**src/rtl/tetris_pkg.sv**
```systemverilog
`default_nettype none
// ============================================================================
// Module      : tetris_pkg
// Description : Shared types and constants for the tetromino fetch path.
//               Holds the fetch FSM state encoding, the BRAM word field
//               layout, the default piece count and the piece id constants.
// Ports       : none (package)
// Revision    : 1.0 - initial release
// ============================================================================
package tetris_pkg;

  // Fetch FSM state encoding (explicit 3-bit width)
  typedef enum logic [2:0] {
    ST_IDLE    = 3'd0,
    ST_READ    = 3'd1,
    ST_CAPTURE = 3'd2,
    ST_ROTATE  = 3'd3,
    ST_DONE    = 3'd4
  } fetch_state_e;

  // BRAM word layout: [15:0] shape, [23:16] color, upper bits ignored
  localparam int SHAPE_LSB = 0;
  localparam int SHAPE_W   = 16;
  localparam int COLOR_LSB = 16;
  localparam int COLOR_W   = 8;

  // Request field widths
  localparam int PIECE_W = 3;
  localparam int ROT_W   = 2;

  // Number of valid piece ids (0..NUM_PIECES_DEFAULT-1)
  localparam int NUM_PIECES_DEFAULT = 7;

  // Piece ids, also the BRAM addresses of their words
  localparam logic [PIECE_W-1:0] PIECE_I = 3'd0;
  localparam logic [PIECE_W-1:0] PIECE_O = 3'd1;
  localparam logic [PIECE_W-1:0] PIECE_T = 3'd2;
  localparam logic [PIECE_W-1:0] PIECE_S = 3'd3;
  localparam logic [PIECE_W-1:0] PIECE_Z = 3'd4;
  localparam logic [PIECE_W-1:0] PIECE_J = 3'd5;
  localparam logic [PIECE_W-1:0] PIECE_L = 3'd6;

endpackage : tetris_pkg
`default_nettype wire

```
**src/rtl/tetromino_fetch_if.sv**
```systemverilog
`default_nettype none
// ============================================================================
// Module      : tetromino_fetch_if
// Description : Request/response handshake between game_logic_core (master)
//               and tetromino_fetch (slave).
// Signals     : req_valid/req_ready/req_piece/req_rot  - piece request
//               rsp_valid/rsp_ready/rsp_shape/rsp_color/rsp_err - response
// Revision    : 1.0 - initial release
// ============================================================================
interface tetromino_fetch_if;
  import tetris_pkg::*;

  logic               req_valid;
  logic               req_ready;
  logic [PIECE_W-1:0] req_piece;
  logic [ROT_W-1:0]   req_rot;

  logic               rsp_valid;
  logic               rsp_ready;
  logic [SHAPE_W-1:0] rsp_shape;
  logic [COLOR_W-1:0] rsp_color;
  logic               rsp_err;

  // Requester side (game_logic_core)
  modport master (
    output req_valid, req_piece, req_rot, rsp_ready,
    input  req_ready, rsp_valid, rsp_shape, rsp_color, rsp_err
  );

  // Fetch engine side
  modport slave (
    input  req_valid, req_piece, req_rot, rsp_ready,
    output req_ready, rsp_valid, rsp_shape, rsp_color, rsp_err
  );

endinterface : tetromino_fetch_if
`default_nettype wire

```
**src/rtl/tetromino_rot90.sv**
```systemverilog
`default_nettype none
// ============================================================================
// Module      : tetromino_rot90
// Description : Combinational 90-degree clockwise rotation of a 4x4 mask.
//               Bit index = row*4 + col; new[r][c] = old[3-c][r].
//               Shared with game_logic_core for collision checks.
// Ports       : i_shape [15:0] - input mask
//               o_shape [15:0] - rotated mask
// Revision    : 1.0 - initial release
// ============================================================================
module tetromino_rot90 (
  input  wire logic [15:0] i_shape,
  output logic      [15:0] o_shape
);

  for (genvar r = 0; r < 4; r++) begin : g_row
    for (genvar c = 0; c < 4; c++) begin : g_col
      assign o_shape[r*4 + c] = i_shape[(3-c)*4 + r];
    end
  end

endmodule : tetromino_rot90
`default_nettype wire

```
**src/rtl/tetromino_fetch.sv**
```systemverilog
`default_nettype none
// ============================================================================
// Module      : tetromino_fetch
// Description : Read-side client of the tetromino BRAM (port 0). Accepts a
//               piece request, reads the piece word, rotates the 4x4 shape
//               clockwise rot times (one step per cycle) and returns shape
//               and color over a valid/ready handshake.
// Macro       : TETROMINO_FETCH_ERRCHK_EN - when defined, ids >= NUM_PIECES
//               skip the BRAM and respond with rsp_err=1, shape=0, color=0.
//               When undefined every id is read and rsp_err is 0.
// Ports       : clk, reset_n (async, active-low)
//               bus   - tetromino_fetch_if.slave request/response
//               addr0, ce0, we0, d0, q0 - BRAM port 0 (read only)
// Revision    : 1.0 - initial release
// ============================================================================
module tetromino_fetch
  import tetris_pkg::*;
#(
  parameter int DWIDTH     = 32,
  parameter int AWIDTH     = 4,
  parameter int NUM_PIECES = NUM_PIECES_DEFAULT
) (
  input  wire logic              clk,
  input  wire logic              reset_n,
  tetromino_fetch_if.slave       bus,
  output logic      [AWIDTH-1:0] addr0,
  output logic                   ce0,
  output logic                   we0,
  output logic      [DWIDTH-1:0] d0,
  input  wire logic [DWIDTH-1:0] q0
);

  fetch_state_e        state_q, state_d;
  logic [PIECE_W-1:0]  piece_q, piece_d;
  logic [ROT_W-1:0]    rot_q,   rot_d;
  logic [ROT_W-1:0]    cnt_q,   cnt_d;
  logic [SHAPE_W-1:0]  shape_q, shape_d;
  logic [COLOR_W-1:0]  color_q, color_d;
  logic                err_q,   err_d;

  logic [SHAPE_W-1:0]  shape_rot;
  logic                accept;
  logic                piece_bad;

  assign accept = (state_q == ST_IDLE) && bus.req_valid;

`ifdef TETROMINO_FETCH_ERRCHK_EN
  assign piece_bad = (int'(bus.req_piece) >= NUM_PIECES);
`else
  assign piece_bad = 1'b0;
`endif

  // Upper word bits carry no information for this block
  if (DWIDTH > 24) begin : g_q0_hi
    logic unused_q0_hi;
    assign unused_q0_hi = ^q0[DWIDTH-1:24];
  end

  tetromino_rot90 u_rot90 (
    .i_shape (shape_q),
    .o_shape (shape_rot)
  );

  // --------------------------------------------------------------------------
  // FSM: state register
  // --------------------------------------------------------------------------
  always_ff @(posedge clk or negedge reset_n) begin
    if (!reset_n) begin
      state_q <= ST_IDLE;
    end else begin
      state_q <= state_d;
    end
  end

  // --------------------------------------------------------------------------
  // FSM: next-state logic
  // --------------------------------------------------------------------------
  always_comb begin
    state_d = state_q;
    case (state_q)
      ST_IDLE: begin
        if (bus.req_valid) begin
          state_d = piece_bad ? ST_DONE : ST_READ;
        end
      end
      ST_READ:    state_d = ST_CAPTURE;
      ST_CAPTURE: state_d = (rot_q != '0) ? ST_ROTATE : ST_DONE;
      ST_ROTATE: begin
        // Counter still holds the pre-decrement value: last step when it is 1
        if (cnt_q == 2'd1) begin
          state_d = ST_DONE;
        end
      end
      ST_DONE: begin
        if (bus.rsp_ready) begin
          state_d = ST_IDLE;
        end
      end
      default: state_d = ST_IDLE;
    endcase
  end

  // --------------------------------------------------------------------------
  // FSM: outputs
  // --------------------------------------------------------------------------
  always_comb begin
    ce0           = 1'b0;
    addr0         = '0;
    bus.req_ready = 1'b0;
    bus.rsp_valid = 1'b0;
    case (state_q)
      ST_IDLE: bus.req_ready = 1'b1;
      ST_READ: begin
        ce0   = 1'b1;
        addr0 = AWIDTH'(piece_q);
      end
      ST_DONE: bus.rsp_valid = 1'b1;
      default: ;
    endcase
  end

  assign we0           = 1'b0;
  assign d0            = '0;
  assign bus.rsp_shape = shape_q;
  assign bus.rsp_color = color_q;
  assign bus.rsp_err   = err_q;

  // --------------------------------------------------------------------------
  // Datapath registers
  // --------------------------------------------------------------------------
  always_comb begin
    piece_d = piece_q;
    rot_d   = rot_q;
    cnt_d   = cnt_q;
    shape_d = shape_q;
    color_d = color_q;
    err_d   = err_q;

    if (accept) begin
      // Request fields are only sampled here; clear the previous response so
      // an error response carries shape=0 and color=0.
      piece_d = bus.req_piece;
      rot_d   = bus.req_rot;
      shape_d = '0;
      color_d = '0;
      err_d   = piece_bad;
    end else if (state_q == ST_CAPTURE) begin
      shape_d = q0[SHAPE_LSB +: SHAPE_W];
      color_d = q0[COLOR_LSB +: COLOR_W];
      cnt_d   = rot_q;
    end else if (state_q == ST_ROTATE) begin
      shape_d = shape_rot;
      cnt_d   = cnt_q - 2'd1;
    end
  end

  always_ff @(posedge clk or negedge reset_n) begin
    if (!reset_n) begin
      piece_q <= '0;
      rot_q   <= '0;
      cnt_q   <= '0;
      shape_q <= '0;
      color_q <= '0;
      err_q   <= 1'b0;
    end else begin
      piece_q <= piece_d;
      rot_q   <= rot_d;
      cnt_q   <= cnt_d;
      shape_q <= shape_d;
      color_q <= color_d;
      err_q   <= err_d;
    end
  end

endmodule : tetromino_fetch
`default_nettype wire

```
**src/flat_wrapper.sv**
```systemverilog
// flat-port wrapper written by rule: the top's interface ports become plain ports
module tetromino_fetch_flat import tetris_pkg::*;
#(
  parameter int DWIDTH     = 32,
  parameter int AWIDTH     = 4,
  parameter int NUM_PIECES = NUM_PIECES_DEFAULT
)
  (clk, reset_n, addr0, ce0, we0, d0, q0, bus_req_valid, bus_req_piece, bus_req_rot, bus_rsp_ready, bus_req_ready, bus_rsp_valid, bus_rsp_shape, bus_rsp_color, bus_rsp_err);
  tetromino_fetch_if bus_i ();
  input  wire logic clk;
  input  wire logic reset_n;
  output logic      [AWIDTH-1:0] addr0;
  output logic ce0;
  output logic we0;
  output logic      [DWIDTH-1:0] d0;
  input  wire logic [DWIDTH-1:0] q0;
  input wire logic [$bits(bus_i.req_valid)-1:0] bus_req_valid;
  input wire logic [$bits(bus_i.req_piece)-1:0] bus_req_piece;
  input wire logic [$bits(bus_i.req_rot)-1:0] bus_req_rot;
  input wire logic [$bits(bus_i.rsp_ready)-1:0] bus_rsp_ready;
  output wire logic [$bits(bus_i.req_ready)-1:0] bus_req_ready;
  output wire logic [$bits(bus_i.rsp_valid)-1:0] bus_rsp_valid;
  output wire logic [$bits(bus_i.rsp_shape)-1:0] bus_rsp_shape;
  output wire logic [$bits(bus_i.rsp_color)-1:0] bus_rsp_color;
  output wire logic [$bits(bus_i.rsp_err)-1:0] bus_rsp_err;
  assign bus_i.req_valid = bus_req_valid;
  assign bus_i.req_piece = bus_req_piece;
  assign bus_i.req_rot = bus_req_rot;
  assign bus_i.rsp_ready = bus_rsp_ready;
  assign bus_req_ready = bus_i.req_ready;
  assign bus_rsp_valid = bus_i.rsp_valid;
  assign bus_rsp_shape = bus_i.rsp_shape;
  assign bus_rsp_color = bus_i.rsp_color;
  assign bus_rsp_err = bus_i.rsp_err;
  tetromino_fetch #(.DWIDTH(DWIDTH), .AWIDTH(AWIDTH), .NUM_PIECES(NUM_PIECES)) u_core (.clk(clk), .reset_n(reset_n), .bus(bus_i), .addr0(addr0), .ce0(ce0), .we0(we0), .d0(d0), .q0(q0));
endmodule
```
**config.mk**
```make
export PLATFORM = sky130hd
export DESIGN_NAME = tetromino_fetch_flat
export DESIGN_NICKNAME = d
export VERILOG_FILES = /design/src/rtl/tetris_pkg.sv /design/src/rtl/tetromino_fetch_if.sv /design/src/rtl/tetromino_rot90.sv /design/src/rtl/tetromino_fetch.sv /design/src/flat_wrapper.sv
export SDC_FILE = /design/constraint.sdc
export NUM_CORES = 1
export LEC_CHECK = 0
export CAP_MARGIN = 40
export CORE_ASPECT_RATIO = 0.8
export CORE_MARGIN = 1
export CORE_UTILIZATION = 38
export CTS_CLUSTER_DIAMETER = 40
export DETAILED_ROUTE_END_ITERATION = 16
export GPL_TIMING_DRIVEN = 0
export HOLD_SLACK_MARGIN = 0.15
export PLACE_DENSITY = 0.81
export SYNTH_ARGS = -nofsm -noshare
export SYNTH_HDL_FRONTEND = slang
export SYNTH_SLANG_ARGS = --single-unit
```
**constraint.sdc**
```tcl
create_clock -name clk -period 1.6 [get_ports clk]
set_input_delay 0.32 -clock clk [delete_from_list [all_inputs] [get_ports clk]]
set_output_delay 0.32 -clock clk [all_outputs]
set_load 0.02 [all_outputs]
```
## After elaboration in Yosys (flattened, before gate mapping)

Index checks and enable logic that the tools add are counted.

| storage, ports and cells | value |
|---|---|
| output and inout bits | 65 |
| ROM bits | 0 |
| logic and storage cells | 40 |
| input bits | 41 |
| bits in registers | 34 |
| latch bits | 0 |
| memories kept | 0 |
| RAM bits | 0 |

| operators by class | value |
|---|---|
| $add $sub $neg | 1 |
| mux-type cells | 16 |
| bitwise gates (word level) | 1 |
| reduce and logical (&&, ||, !) cells | 8 |
| multiply operators | 0 |
| shift-type cells | 0 |
| order comparisons | 0 |
| equal/unequal tests | 8 |
| divide/modulo/power cells | 0 |

Operator list:

| kind | count |
|---|---|
| $mux 16 | 3 |
| $mux 8 | 2 |
| $mux 3 | 5 |
| $pmux 3 s5 | 1 |
| $eq 3x2->1 const B | 2 |
| $reduce_bool 2->1 | 3 |
| $mux 2 | 2 |
| $ne 2x2->1 const B | 2 |
| $eq 3x1->1 const B | 1 |
| $eq 3x3->1 const B | 1 |
| $logic_not 3->1 | 1 |
| $mux 1 | 3 |
| $reduce_and 3->1 | 1 |
| $reduce_bool 3->1 | 1 |
| $eq 2x1->1 const B | 1 |
| $ne 2x1->1 const B | 1 |
| $reduce_and 2->1 | 1 |
| $sub 2x1->2 const B | 1 |
| $logic_and 1x1->1 | 1 |
| $not 1->1 | 1 |

## Longest topological paths before layout

Gate-level depths: netlist of the first run.

| logic depth | value |
|---|---|
| depth in word-level cells | 4 |
| gate-level depth with buffers | 5 |
| mapped depth without buffers | 4 |

## Hierarchy

From an unflattened synthesis of the first run, not the netlist that was laid out.

| second synthesis, totals | value |
|---|---|
| cell total of the unflattened synthesis | 194 |
| area total of the unflattened synthesis | 2,035.7 um^2 |

Modules (own cells, without submodules):

| module | cells each | area an instance (um^2) | times used | seq. area each (um^2) |
|---|---|---|---|---|
| tetromino_fetch | 178 | 1,915.6 | 1 | 850.8 |
| tetromino_rot90 | 16 | 120.1 | 1 | 0.0 |

## Worst setup path after synthesis of the first run

Ideal clock, no wire load.

| timing | value |
|---|---|
| kind | reg-to-output |
| start point | reg u_core.state_q[1] |
| end point | out addr0[0] |
| data required time | 1.280 ns |
| buffers on the path | 1 |
| slack | -0.212 ns |
| cell stages (with the launch flop) | 4 |
| arrival | 1.492 ns |
| path through | dfrtp_1 buf_4 nor3b_1 and2_1 |

| between the ends | value |
|---|---|
| word-level cells in the longest chain between the ends | 2 |

RTL lines:

| item | line | RTL |
|---|---|---|
| from (decl) | tetromino_fetch.sv:33 | `fetch_state_e state_q, state_d;` |
| from (signal assigned) | tetromino_fetch.sv:71 | `state_q <= state_d;` |
| $eq 3x1->1 | tetromino_fetch.sv:111 | `case (state_q)` |
| $mux 3 | tetromino_fetch.sv:111 |  |
| to (decl) | flat_wrapper.sv:12 | `output logic [AWIDTH-1:0] addr0;` |

No other way between the ends.

## Final worst setup path of the first run

Ends and elaborated chain as after synthesis.

==> results of run 1 <==
cell families after synthesis:
family | after synthesis | synth area share
adders and majority gates | 1 | 0.006881
muxes | 22 | 0.1349
AOI/OAI and AO/OA | 32 | 0.1438
and+or+nand+nor | 19 | 0.06332
buffers and inverters | 45 | 0.1810
other | 1 | 0.002063
DFF | 34 | 0.4680
stage by stage:
stage,hold slack (ns),power (uW),utilization,instances,TNS (ns)
floorplan,0.02441,3274,-,188,0
global placement,0.4651,4208,0.5757,310,-17.64
detailed placement,0.4326,4268,0.5746,310,-2.026
CTS,0.5025,4958,0.6018,321,-0.2083
global route,0.5213,5220,0.6059,321,-0.3679
finish,0.4989,4877,0.6059,321,-0.08289
synthesized netlist by cell type:
library cell	instances
o21bai_2	1
buf_2	5
inv_1	1
a211o_1	1
conb_1	1
a22o_1	8
o2bb2ai_1	15
o32ai_1	1
nor3b_1	1
nor3_1	1
ha_1	1
nand2b_1	3
buf_6	2
nor2b_1	1
o21ai_1	1
nor3_4	1
nand2_1	4
a21oi_1	1
o21ai_0	3
dfrtp_1	34
and2_1	5
or2b_1	1
buf_4	37
mux2i_1	17
mux2_4	5
o22ai_1	1
nor2_1	2
worst paths after layout:
path / slack [ns] / startpoint / cells after the start / end
worst min register to register: 0.50 / u_core.cnt_q[1] / 2 / u_core.cnt_q[1]
worst min-delay path: 0.50 / u_core.cnt_q[1] / 2 / u_core.cnt_q[1]
max in group asynchronous: 0.42 / reset_n / 2 / u_core.state_q[2]
worst max-delay path: -0.03 / u_core.state_q[1] / 4 / addr0[0]
worst max register to register: 0.15 / u_core.state_q[1] / 5 / u_core.bus.rsp_shape[11]
min in group asynchronous: 0.65 / reset_n / 2 / u_core.bus.rsp_shape[12]
power groups by stage:
stage               Combinational [uW]  Sequential [uW]  Clock, uW
floorplan                         1520             1750          0
global placement                  2700             1500          0
detailed placement                2750             1510          0
CTS                               2780             1510        665
global route                      2970             1550        697
finish                            2730             1500        648
registers in the layout (all words and copies together) (netlist names):
| register | count |
|---|---|
| u_core.bus.rsp_shape | 16 |
| u_core.cnt_q | 2 |
| u_core.state_q | 3 |
| u_core.rot_q | 2 |
| u_core.piece_q | 3 |
| u_core.bus.rsp_color | 8 |
cell usage in the layout (no fill, tap or decap), types with 3 or more instances in the layout:
cell type,instances
mux2_4,5
buf_2,8
dfrtp_1,33
clkbuf_8,6
o21ai_0,3
a22o_1,8
dlygate4sd2_1,7
mux2i_1,17
nand2b_1,3
conb_1,35
dlymetal6s2s_1,10
o2bb2ai_1,15
buf_6,7
buf_4,38
and2_1,4
nand2_1,4
clkdlybuf4s50_1,38
metal layers:
metal / routed length [um] / share of wire / vias to the layer above
met3: 232 / 0.061 / 0
met4: 0 / 0 / 0
li1: - / - / 689
met2: 1885 / 0.49 / 42
met1: 1714 / 0.45 / 640
met5: 0 / 0 / -
repair_timing:
action | CTS | global route
pin swaps | 4 | 1
gates resized for setup | 43 | 11
setup buffers | 2 | 0
endpoints found under the hold margin | 34 | 0
hold buffers | 1 | 0
setup endpoints to repair | 13 | 16
critical path, cell delays in order, from the launching register on:
cell and delay [ns]:
dfrtp_1 0.37, buf_6 0.13, nor3b_4 0.23, and2_4 0.19, buf_6 0.11
layout make-up:
type,instances,area [um2],share of cell area
sequential,34,852.1,0.3059
tap,60,75.07,0.02695
timing repair buffer,65,651.9,0.2341
multi-input combinational,109,782.0,0.2808
clock buffer,7,86.33,0.03100
clock inverter,1,5.005,0.001797
inverter,1,3.754,0.001348
buffer,44,329.1,0.1181
==> flow_metrics.py, run 1 <==
metrics = {
    "grt": {
        "use_met1": 0.2156,
        "grt.total_usage": 0.1616,
        "grt_pass1_vias": 1327,
        "gr-max-usage-layer": "met2",
        "use_met2": 0.2608,
        "grt_util_met3": 0.04571,
        "grt_max_degree": 35,
        "grt_pass1_wl_mm": 6.258,
        "antenna_found_initial": 0,
        "globalRouteOverflowTotal": 0,
    },
    "clocking": {
        "cts_max_level": 2,
        "cts_buffers": 5,
        "cts_tree": "done",
        "clk_latency_ns": 0.28,
        "clkSlewWorstSetupHoldPaths_ns": 0.07,
        "cts_root_buffer": "clkbuf_8",
        "cts_sinks": 34,
        "cts_max_path_buffers": 2,
    },
    "drt": {
        "drcViolationCount": 0,
        "avgRoutedWirePerCell_um": 11.94,
        "ant_nets": 0,
        "drtIter0Drc": 22,
        "avgViaCountPerCell": 4.271,
        "routed_wl_mm": 3.832,
        "via_count": 1371,
        "firstDrtPassIters": 4,
    },
    "synth": {
        "synth-seq-cells": 34,
        "yosys.area.top_type": "dfrtp_1",
        "syn_avg_cell_area_um2": 11.81,
        "netlist_area_um2": 1818,
        "yosys_warnings": 0,
        "syn_inst": 154,
        "synth_area_leaders": "dfrtp_1, buf_4, mux2i_1, o2bb2ai_1, mux2_4",
        "ys_types": 27,
        "seq_area_frac_synth": 0.4680,
        "yosys.area.top_type_share": 0.4680,
    },
    "sta": {
        "rsz0062_at_grt": "true",
        "fin_ws_ns": -0.02760,
        "hold_viol": 0,
        "fin_crit_sh": 1.017,
        "fmax_ghz": 0.6144,
        "finalSetupViolations": 4,
        "timing.slew.headroom": 0.4974,
        "worstMarginPinSlew_ns": 0.7539,
        "drv_slew": 0,
        "finClkSkew_ns": 0.001931,
        "final.min_clock_period_ns": 1.628,
    },
    "worst_setup_path": {
        "crit_path_end_kind": "primary output",
        "cp-start-kind": "flip-flop",
        "critical_path_required_ns": 1.28,
        "worstSetupPathType": "reg -> out",
        "cp_max_fo": 5,
        "arrival_ns": 1.31,
    },
    "cells_and_area": {
        "final.fill_count": 402,
        "areaGrowthSynthToFinish_pct": 53.20,
        "postLayoutCellArea_um2": 2785,
        "fin_nets": 302,
        "drive_gt1_frac": 0.2720,
        "antennaDiodeCount": 0,
    },
    "job": {
        "max_cap_viol_count": 0,
    },
    "run_status": {
        "run_status": "complete, but fails checks",
        "violations": "setup timing",
    },
    "floorplanning": {
        "die_h_um": 63.87,
        "die_x_um": 79.33,
        "io_pins": 106,
        "die-area_um2": 5066,
        "core-area_um2": 4597,
        "rows": 22,
        "initial_utilization": 0.3955,
    },
    "place": {
        "place_congestion": 0.7754,
        "pre_cts_ws_ns": -0.2787,
        "port_buffers": 62,
        "dp_hpwl_mm": 2.914,
        "postPlaceCellArea_um2": 2641,
    },
    "pwr": {
        "p_leak_uw": 0.001502,
        "swShare": 0.4001,
        "p_seq_frac": 0.308,
        "internal_power_uw": 2926,
        "switching_power_uw": 1951,
        "pwr_density_cell_nw_per_um2": 1751,
        "irDropWorstVdd_mv": 0.9422,
        "pwr-share-comb": 0.559,
        "p_clk_frac": 0.133,
    },
    "hold_path": {
        "min_path_type": "reg -> reg",
    },
}
(Power assumes the default switching activity.)
==> run 2: changes to the inputs <==
- PLACE_DENSITY: 0.81 -> 0.88
==> run 2 against run 1 <==
Net effect: the flow still finishes with violations (setup timing); clock-buffer cell count is the same; utilization up 0.44 points; sequential share of layout area shrank 0.22 points; critical path type unchanged; clock power hardly changed; largest cell class unchanged; maximum frequency decreased by 0.82%; final cell count increased by 1.2%; via count is 3.2% higher; setup slack lost 0.013 ns.
==> flow_metrics.py, run 2 (synthesis results as in run 1) <==
metrics = {
    "worst_setup_path": {
        "critical_path.slowest_cell": "dfrtp_1",
        "timing.rr.start": "u_core.state_q[1]",
        "critical_path_required_ns": 1.28,
        "arrival_ns": 1.32,
        "reg2reg_slack_ns": 0.14,
        "crit_path_end_kind": "primary output",
        "cp-start-kind": "flip-flop",
        "cp_max_fo": 5,
        "r2r_cells": 6,
        "crit_top_cell": "buf_6",
        "cp_cell_sequence": "buf_6 -> nor3b_4 -> and2_1 -> buf_6",
        "timing.rr.end": "u_core.piece_q[2]",
        "worstSetupPathType": "reg -> out",
        "cpPeakStageDelay_ns": 0.37,
    },
    "floorplanning": {
        "core-area_um2": 4597,
        "die-area_um2": 5066,
        "die_h_um": 63.87,
        "rows": 22,
        "io_pins": 106,
        "initial_utilization": 0.3955,
        "die_x_um": 79.33,
    },
    "cells_and_area": {
        "drive_gt1_frac": 0.2830,
        "layout_commonest_cell": "buf_4",
        "final.fill_count": 398,
        "antennaDiodeCount": 0,
        "mostFrequentLayoutCells": "buf_4, conb_1, clkdlybuf4s50_1, dfrtp_1, mux2i_1",
        "largest_register_ffs": 16,
        "utilization": 0.6102,
        "areaGrowthSynthToFinish_pct": 54.30,
        "fin_nets": 306,
    },
    "sta": {
        "worstMarginPinSlew_ns": 0.7540,
        "rsz0062_at_grt": "true",
        "final.min_clock_period_ns": 1.641,
        "hold_viol": 0,
        "fin_crit_sh": 1.026,
        "holdWs_ns": 0.4980,
        "fin_ws_ns": -0.04099,
        "fmax_ghz": 0.6094,
        "finalSetupViolations": 3,
        "finClkSkew_ns": 0.009906,
        "drv_slew": 0,
        "timing.slew.headroom": 0.4974,
    },
    "drt": {
        "via_count": 1415,
        "avgRoutedWirePerCell_um": 12.65,
        "routed_wl_mm": 4.112,
        "firstDrtPassIters": 4,
        "drtIter0Drc": 21,
        "avgViaCountPerCell": 4.354,
        "drcViolationCount": 0,
        "ant_nets": 0,
    },
    "pwr": {
        "p_leak_uw": 0.001539,
        "p_total_uw": 4952,
        "p_seq_frac": 0.304,
        "pwr-share-comb": 0.564,
        "p_clk_frac": 0.131,
        "switching_power_uw": 2000,
        "swShare": 0.4038,
        "internal_power_uw": 2952,
        "pwr_density_cell_nw_per_um2": 1765,
        "irDropWorstVdd_mv": 0.9399,
    },
    "hold_path": {
        "min_path_type": "reg -> reg",
        "min_path_cells": 1,
        "hold-path-endpoint": "u_core.bus.rsp_color[6]",
        "holdCritStartpoint": "u_core.bus.rsp_color[6]",
    },
    "grt": {
        "use_met2": 0.2856,
        "grt_max_degree": 35,
        "use_met1": 0.2216,
        "grt_pass1_wl_mm": 6.610,
        "gr-max-usage-layer": "met2",
        "globalRouteOverflowTotal": 0,
        "grt.total_usage": 0.1728,
        "antenna_found_initial": 0,
        "grt_pass1_vias": 1339,
        "grt_util_met3": 0.04714,
    },
    "run_status": {
        "run_status": "complete, but fails checks",
        "violations": "setup timing",
    },
    "place": {
        "place_congestion": 0.7820,
        "dp_hpwl_mm": 3.014,
        "port_buffers": 62,
    },
    "job": {
        "max_cap_viol_count": 0,
    },
    "clocking": {
        "cts_tree": "done",
        "clkSlewWorstSetupHoldPaths_ns": 0.07,
        "clk_latency_ns": 0.29,
        "cts_max_level": 2,
        "cts_sinks": 34,
        "cts_max_path_buffers": 2,
        "cts_root_buffer": "clkbuf_8",
        "cts_buffers": 5,
    },
}
run 2: cell count changes in the layout (fill, tap and decap cells not counted), sizes merged:
| cell | delta |
|---|---|
| buf | +4 |
| dlygate4sd2 | +5 |
| clkdlybuf4s50 | -5 |
run 2: per-layer routing:
metal / vias to the layer above / part of all wire
li1: 690 / -
met2: 43 / 0.48
met3: 3 / 0.051
met5: - / 0
met4: 0 / 0.0066
met1: 679 / 0.46
run 2: power by group through the flow:
stage | Sequential (uW) | Combinational [uW] | Clock [uW]
3_5_place_dp | 1520 | 2770 | 0
3_3_place_gp | 1510 | 2690 | 0
6_report | 1510 | 2790 | 650
2_1_floorplan | 1750 | 1520 | 0
4_1_cts | 1520 | 2730 | 674
5_1_grt | 1560 | 3000 | 727
run 2: repair_timing:
| action | 4_1_cts | 5_1_grt |
|---|---|---|
| hold buffers | 1 | 0 |
| gates cloned | 0 | 0 |
| buffers inserted | 1 | 5 |
| pin swaps | 3 | 3 |
| hold endpoints to repair | 34 | 0 |
| endpoints found under the setup margin | 18 | 16 |
| resized for setup | 46 | 12 |
run 2: final cells by class:
type,instances,area [um2],area share
Inverter,1,3.754,0.001338
Buffer,44,329.1,0.1173
Clock inverter,1,5.005,0.001784
Multi-Input combinational cell,109,782.0,0.2788
Timing Repair Buffer,69,671.9,0.2395
Sequential cell,34,852.1,0.3037
Clock buffer,7,86.33,0.03078
Tap cell,60,75.07,0.02676
run 2: how the worst max path moves through the flow:
stage	from	endpoint	slack (ns)	depth (start not counted)
global placement	reset_n	u_core.bus.rsp_color[4]	-0.51	1
CTS	u_core.state_q[1]	addr0[2]	-0.08	4
finish	u_core.state_q[1]	addr0[1]	-0.04	4
floorplan	u_core.state_q[1]	addr0[0]	0.08	3
global route	u_core.state_q[2]	addr0[2]	-0.11	3
detailed placement	u_core.state_q[1]	addr0[2]	-0.29	4
run 2: worst max-delay path: cells and delay by family, from the launching register on:
family                 cells  cell delay, ns
AND/OR/NAND/NOR            2            0.42
buffers and inverters      2            0.25
flip-flops                 1            0.37
run 2: metrics by stage:
step / cell area [um2] / setup TNS [ns] / cells / setup WS, ns
floorplan: 1951 / 0 / 188 / 0.07547
global placement: 2646 / -18.80 / 310 / -0.5069
detailed placement: 2641 / -1.783 / 310 / -0.2892
CTS: 2746 / -0.2385 / 320 / -0.07646
global route: 2805 / -0.3689 / 325 / -0.1063
finish: 2805 / -0.1130 / 325 / -0.04099
